$ cat config.mk
export PLATFORM = sky130hd
export DESIGN_NAME = rf_dump_reader_flat
export DESIGN_NICKNAME = d
export VERILOG_FILES = /design/src/rtl/rf_dump_reader_pkg.sv /design/src/rtl/rf_dump_reader_if.sv /design/src/rtl/rf_dump_reader.sv /design/src/flat_wrapper.sv
export SDC_FILE = /design/constraint.sdc
export NUM_CORES = 1
export LEC_CHECK = 0
export ABC_AREA = 1
export CORE_MARGIN = 3
export CORE_UTILIZATION = 38
export CTS_CLUSTER_DIAMETER = 60
export DETAILED_ROUTE_END_ITERATION = 8
export PLACE_DENSITY = 0.76
export SLEW_MARGIN = 20
export SYNTH_ARGS = -nofsm -noshare
export SYNTH_HDL_FRONTEND = slang
export SYNTH_SLANG_ARGS = --single-unit
$ cat constraint.sdc
create_clock -name clk -period 1.15 [get_ports clk]
set_input_delay 0.23 -clock clk [delete_from_list [all_inputs] [get_ports clk]]
set_output_delay 0.23 -clock clk [all_outputs]
set_load 0.05 [all_outputs]
$ cat src/rtl/rf_dump_reader_pkg.sv
// Shared definitions for the register-file dump reader: default geometry
// and the controller state encoding.
package rf_dump_reader_pkg;

  localparam int unsigned NREG_DEF = 32;
  localparam int unsigned AW_DEF   = 5;
  localparam int unsigned DW_DEF   = 32;

  typedef enum logic [1:0] {
    IDLE = 2'd0,
    READ = 2'd1,
    SEND = 2'd2,
    DONE = 2'd3
  } rf_dump_state_t;

  // First index emitted by a dump; register 0 is optionally skipped
  // because it is hard-wired to zero on most cores.
  function automatic int unsigned first_index(input bit skip_zero);
    return skip_zero ? 1 : 0;
  endfunction

endpackage

$ cat src/rtl/rf_dump_reader_if.sv
// Valid/ready output stream carrying one captured register per beat.
interface rf_dump_reader_if #(
  parameter int AW = 5,
  parameter int DW = 32
);
  logic          valid;
  logic          ready;
  logic [DW-1:0] data;
  logic [AW-1:0] idx;
  logic          last;

  modport master (output valid, data, idx, last, input  ready);
  modport slave  (input  valid, data, idx, last, output ready);
endinterface

$ cat src/rtl/rf_dump_reader.sv
// Walks the register file through one asynchronous read port and streams
// each register out over a valid/ready interface, one beat per two cycles.
// The read address comes straight from a flop so the register file sees a
// glitch-free address for the whole READ cycle.
module rf_dump_reader
  import rf_dump_reader_pkg::*;
#(
  parameter int NREG      = NREG_DEF,
  parameter int AW        = AW_DEF,
  parameter int DW        = DW_DEF,
  parameter bit SKIP_ZERO = 1'b0
) (
  input  logic              clk,
  input  logic              rst_n,
  input  logic              start_i,
  input  logic              abort_i,
  output logic [AW-1:0]     ra_o,
  input  logic [DW-1:0]     rd_i,
  rf_dump_reader_if.master  out,
  output logic              busy_o,
  output logic              done_o
);

  localparam logic [AW-1:0] FIRST_IDX = AW'(first_index(SKIP_ZERO));
  localparam logic [AW-1:0] LAST_IDX  = AW'(NREG - 1);

  rf_dump_state_t state_q, state_d;
  logic [AW-1:0]  idx_q, idx_d;
  logic [DW-1:0]  data_q, data_d;
  logic [AW-1:0]  oidx_q, oidx_d;
  logic           last_q, last_d;
  logic           valid_q, valid_d;

  // State and datapath registers; reset discards any dump in progress.
  // NOTE: sequential state uses non-blocking assignments so every flop
  // samples the pre-edge value of every other flop, independent of order.
  always_ff @(posedge clk or negedge rst_n) begin
    if (!rst_n) begin
      state_q <= IDLE;
      idx_q   <= '0;
      data_q  <= '0;
      oidx_q  <= '0;
      last_q  <= 1'b0;
      valid_q <= 1'b0;
    end else begin
      state_q <= state_d;
      idx_q   <= idx_d;
      data_q  <= data_d;
      oidx_q  <= oidx_d;
      last_q  <= last_d;
      valid_q <= valid_d;
    end
  end

  // Next-state and datapath update; abort overrides every transition.
  // NOTE: every signal gets a hold-value default first so no path through
  // the case leaves one unassigned, which would otherwise infer a latch.
  always_comb begin
    state_d = state_q;
    idx_d   = idx_q;
    data_d  = data_q;
    oidx_d  = oidx_q;
    last_d  = last_q;
    valid_d = valid_q;

    if (abort_i) begin
      state_d = IDLE;
      valid_d = 1'b0;
      last_d  = 1'b0;
    end else begin
      unique case (state_q)
        IDLE: begin
          if (start_i) begin
            idx_d   = FIRST_IDX;
            state_d = READ;
          end
        end
        READ: begin
          data_d  = rd_i;
          oidx_d  = idx_q;
          last_d  = (idx_q == LAST_IDX);
          valid_d = 1'b1;
          state_d = SEND;
        end
        SEND: begin
          if (valid_q && out.ready) begin
            valid_d = 1'b0;
            if (last_q) begin
              state_d = DONE;
            end else begin
              // The last beat never increments, so NREG == 2**AW
              // cannot overflow the index.
              idx_d   = idx_q + AW'(1);
              state_d = READ;
            end
          end
        end
        DONE: begin
          state_d = IDLE;
        end
        default: begin
          state_d = IDLE;
        end
      endcase
    end
  end

  assign ra_o      = idx_q;
  assign out.valid = valid_q;
  assign out.data  = data_q;
  assign out.idx   = oidx_q;
  assign out.last  = last_q;
  assign busy_o    = (state_q != IDLE);
  assign done_o    = (state_q == DONE);

endmodule

$ cat src/flat_wrapper.sv
// flat-port wrapper written by rule: the top's interface ports become plain ports
module rf_dump_reader_flat import rf_dump_reader_pkg::*;
#(
  parameter int NREG      = NREG_DEF,
  parameter int AW        = AW_DEF,
  parameter int DW        = DW_DEF,
  parameter bit SKIP_ZERO = 1'b0
)
  (clk, rst_n, start_i, abort_i, ra_o, rd_i, busy_o, done_o, out_valid, out_data, out_idx, out_last, out_ready);
  rf_dump_reader_if #(.AW(AW), .DW(DW)) out_i ();
  input  logic clk;
  input  logic rst_n;
  input  logic start_i;
  input  logic abort_i;
  output logic [AW-1:0] ra_o;
  input  logic [DW-1:0] rd_i;
  output logic busy_o;
  output logic done_o;
  output wire logic [$bits(out_i.valid)-1:0] out_valid;
  output wire logic [$bits(out_i.data)-1:0] out_data;
  output wire logic [$bits(out_i.idx)-1:0] out_idx;
  output wire logic [$bits(out_i.last)-1:0] out_last;
  input wire logic [$bits(out_i.ready)-1:0] out_ready;
  assign out_valid = out_i.valid;
  assign out_data = out_i.data;
  assign out_idx = out_i.idx;
  assign out_last = out_i.last;
  assign out_i.ready = out_ready;
  rf_dump_reader #(.NREG(NREG), .AW(AW), .DW(DW), .SKIP_ZERO(SKIP_ZERO)) u_core (.clk(clk), .rst_n(rst_n), .start_i(start_i), .abort_i(abort_i), .ra_o(ra_o), .rd_i(rd_i), .out(out_i), .busy_o(busy_o), .done_o(done_o));
endmodule
Word level (Yosys, flattened, before mapping)
Cells that the tools add are included.

storage, ports and cells
  output and inout bits = 46
  input bits = 37
  logic and storage cells = 41
  bits in latches = 0
  memories = 0
  bits in read-only memories = 0
  bits in registers = 46
  bits in writable memories = 0

operators by class
  reductions and logical operators = 10
  multiply operators = 0
  divide/modulo/power cells = 0
  order comparisons = 0
  $add $sub $neg = 1
  equal/unequal tests = 9
  shift-type cells = 0
  bitwise gates (word level) = 1
  multiplexer cells = 14

operators with widths
  operator                                       count
  two-way mux 5 bit                              3
  case mux 5 bit (2 select lines)                1
  two-way mux 2 bit                              4
  case mux 2 bit (4 select lines)                1
  AND reduction 2 bit                            3
  nonzero test 2 bit                             3
  adder 5 x 1 -> 5 bit, second input constant    1
  == test 5 bit, second input constant           1
  AND reduction 5 bit                            1
  == test 2 bit, second input constant           2
  two-way mux 1 bit                              4
  != test 2 bit, second input constant           2
  != test 3 x 2 -> 1 bit, second input constant  1
  != test 3 bit, second input constant           1
  nonzero test 3 bit                             1
  == test 2 x 1 -> 1 bit, second input constant  1
  logical NOT 2 bit                              1
  != test 2 x 1 -> 1 bit, second input constant  1
  case mux 1 bit (2 select lines)                1
  logical AND 1 bit                              1
  inverter 1 bit                                 1

Depth between registers and ports, before layout
  word-level depth = 4
  mapped depth = 7

Least setup slack after synthesis
OpenSTA, ideal clock, no wires.

  path kind = register to register
  from = reg u_core.idx_q[1] (netlist: u_core.ra_o[1])
  to = reg u_core.idx_q[4] (netlist: u_core.ra_o[4])
  data arrival time = 1392 ps
  library setup time = 118 ps
  stages on the path, launching flop included = 7
  setup slack = -360 ps
  path buffers = 0
  period minus slack after synthesis = 1510 ps
  path through = dfrtp_1 -> ha_1 -> nand2_1 -> nor2_1 -> ha_1 -> nand2_1 -> nand2_1

between the ends
  longest elaborated chain between the ends = 4

RTL lines
  what                             RTL line              text
  start, declared                  rf_dump_reader.sv:28  logic [AW-1:0] idx_q, idx_d;
  start signal, assigned           rf_dump_reader.sv:47  idx_q <= idx_d;
  adder 5 x 1 -> 5 bit             rf_dump_reader.sv:93  idx_d = idx_q + AW'(1);
  two-way mux 5 bit                rf_dump_reader.sv:88  if (last_q) begin
  two-way mux 5 bit                rf_dump_reader.sv:86  if (valid_q && out.ready) begin
  case mux 5 bit (2 select lines)  rf_dump_reader.sv:71  unique case (state_q)

No other way between the ends. The select of a mux whose other input is x is not followed.
A chain may end at the register's enable or synchronous reset.

Worst setup path after layout
  from = reg u_core.state_q[1]
  to = out done_o

between the ends
  longest elaborated chain between the ends = 1

RTL lines
  what                    RTL line               text
  start, declared         rf_dump_reader.sv:27   rf_dump_state_t state_q, state_d;
  start signal, assigned  rf_dump_reader.sv:46   state_q <= state_d;
  == test 2 bit           rf_dump_reader.sv:114  assign done_o = (state_q == DONE);
  end, declared           flat_wrapper.sv:18     output logic done_o;

No other way between the ends.

==> flow_summary.toml <==
[sta]
worst_hold_slack_ns = 0.470
post-route-min-period_ns = 1.26
worst_slew_pin_slew_ns = 0.251
maxSlewViolCount = 0
rsz0062_at_grt = "true"
finalHoldViolCount = 0
max_freq_ghz = 0.792
setup_violations = 49
max_slew_margin_pct = 83.3
worst_slack_ns = -0.112
fin_skew_ns = 0.00499
min_period_over_period_pct = 110

[setup_path]
critical_path_arrival_ns = 1.03
startpoint = "u_core.state_q[1]$_DFFE_PN0P_"
path_class = "reg -> out"
crit_path_start_kind = "flop"
reg2reg_slack_ns = -0.07
end_kind = "primary output"
cp.required_ns = 0.92
cp_max_fo = 2
r2r-start = "u_core.state_q[0]$_DFFE_PN0P_"

[die]
dieArea_um2 = 5910
chipWidth_um = 76.9
ios = 83
rows = 25
die_height_um = 76.9
core_area_um2 = 4790
initial_utilization_pct = 39.9

[yosys]
ys_ff_latch = 46
yosysSeqAreaShare_pct = 60.2
synth_warnings = 0
synth_area_per_cell_um2 = 8.93
synth_nets = 253
synth_area_um2 = 1910
syn_inst = 214
yosysUniqueCellTypes = 20

[finish]
area_growth_pct = 88.3
insertedDiodeCount = 0
final_common_cell = "nand2_1"
num-fill-cells = 311
utilization_pct = 75.2
drive_gt1_share_pct = 33.5
layout_common_cells = "nand2_1 (124), buf_12 (49), dfrtp_1 (39)"
nets = 357

[outcome]
status = "finished with violations"
violations = "negative setup slack"

[pwr]
p_comb_share_pct = 53.5
p_leak_nw = 1.79
switching_share_pct = 40.5
ir_drop_mv = 0.930
power_frac_seq_pct = 33.4
p_per_area_nw_per_um2 = 2070
switching_power_mw = 3.02
p_total_mw = 7.45
p_int_mw = 4.44
clock_power_share_pct = 13.1

[routing]
ant_nets = 0
avgRoutedWirePerCell_um = 13.1
dr.pass1.iters = 4
drtIter0Drc = 52
drt_drc_violations_left = 0
via_per_inst = 4.46
drt-total-wl_mm = 5.05
vias = 1720

[clock_tree]
cts.sinks = 46
cts_tree = "yes"
cts_buffers = 5
h-tree-depth = 2
path_clk_slew_ns = 0.08
cts_buffer_depth = 2
cts-root-buf = "clkbuf_8"
clock_latency_ns = 0.28

[global_route]
track_usage_pct = 17.7
first_global_vias = 1771
grt_max_degree = 47
grt_overflow = 0
antenna_found_initial = 0
grt_first_pass_wirelength_mm = 8.49

[placed_design]
dp_hpwl_mm = 3.70
portBuffers = 82
place.gp.congestion = 0.798

[run]
cap_violations = 0

[hold_path]
hold_class = "in -> async"
## cell usage after synthesis, drive strengths merged
library cell	number	area, µm²
a31oi	1	6.26
inv	10	40.0
dfrtp	46	1150
buf	7	67.6
o21ai	2	17.5
o211ai	1	7.51
nand2	132	508
ha	2	25.0
o21a	1	7.51
nand3	2	10.0
xor2	2	17.5
nand4	1	6.26
a211oi	1	7.51
nor2	6	38.8
## metrics by stage
stage / TNS [ns] / std cells / setup WS (ns) / instance area, µm²
3_3_place_gp: -8.94 / 370 / -0.238 / 3360
6_report: -2.03 / 386 / -0.112 / 3600
4_1_cts: -1.92 / 385 / -0.134 / 3560
3_5_place_dp: -10.29 / 370 / -0.285 / 3360
2_1_floorplan: -0.265 / 214 / -0.144 / 1930
5_1_grt: -5.56 / 386 / -0.154 / 3600
## cell families after synthesis
logic type	share of synthesized area, %
adder cells (fa/ha/maj)	1.31
AND/OR/NAND/NOR	29.5
buffers and inverters	5.63
XOR/XNOR	0.917
flip-flops	60.2
AO/OA/AOI/OAI	2.42
## what timing repair did
action                                  CTS  global route
setup buffers                             6             1
pin swaps                                 3             3
gates cloned                              0             0
endpoints found under the setup margin   14            51
endpoints found under the hold margin    46             0
hold buffers                              1             0
gates resized for setup                  18             8
## area by class of cell
type | count | area [µm²] | area share (%)
sequential | 46 | 1160 | 32.2
clock inverter | 1 | 5.00 | 0.139
timing repair buffer | 104 | 1500 | 41.7
tap | 67 | 83.8 | 2.33
clock buffer | 7 | 86.3 | 2.40
multi-input combinational | 151 | 722 | 20.1
inverter | 10 | 40.0 | 1.11
## metal layers
metal	track usage (%)	vias to the layer above	wire length [µm]
li1	-	851	-
met1	21.1	815	2060
met2	33.3	52	2720
met3	3.40	2	251
met4	2.72	0	14
met5	0	-	0
## power by group through the flow
stage,clock (mW),combinational [mW],sequential [mW]
floorplan,0,0.457,3.72
global route,1.07,4.15,2.54
CTS,1.02,4.02,2.50
finish,0.974,3.99,2.49
global placement,0,3.91,2.50
detailed placement,0,3.97,2.53
## worst paths after layout
| kind | endpoint | depth (start not counted) |
|---|---|---|
| min | u_core.out.data[27]$_DFFE_PN0P_ | 3 |
| min reg2reg | u_core.out.data[1]$_DFFE_PN0P_ | 2 |
| max | done_o | 4 |
| max in group asynchronous | u_core.ra_o[0]$_DFFE_PN0P_ | 3 |
| min in group clk | u_core.out.data[16]$_DFFE_PN0P_ | 3 |
| max reg2reg | u_core.ra_o[4]$_DFFE_PN0P_ | 6 |
## critical path, stage by stage (launching register included)
cell     delay [ns]
dfrtp_1        0.40
buf_6          0.13
nand2_4        0.04
inv_2          0.04
buf_12         0.14
## state kept, by name (all words and copies together), names as in the netlist
name / cells
u_core.out.valid: 1
u_core.state_q: 2
u_core.out.idx: 5
u_core.ra_o: 5
u_core.out.last: 1
u_core.out.data: 32
Note: power is estimated with default switching activity, not from simulation.
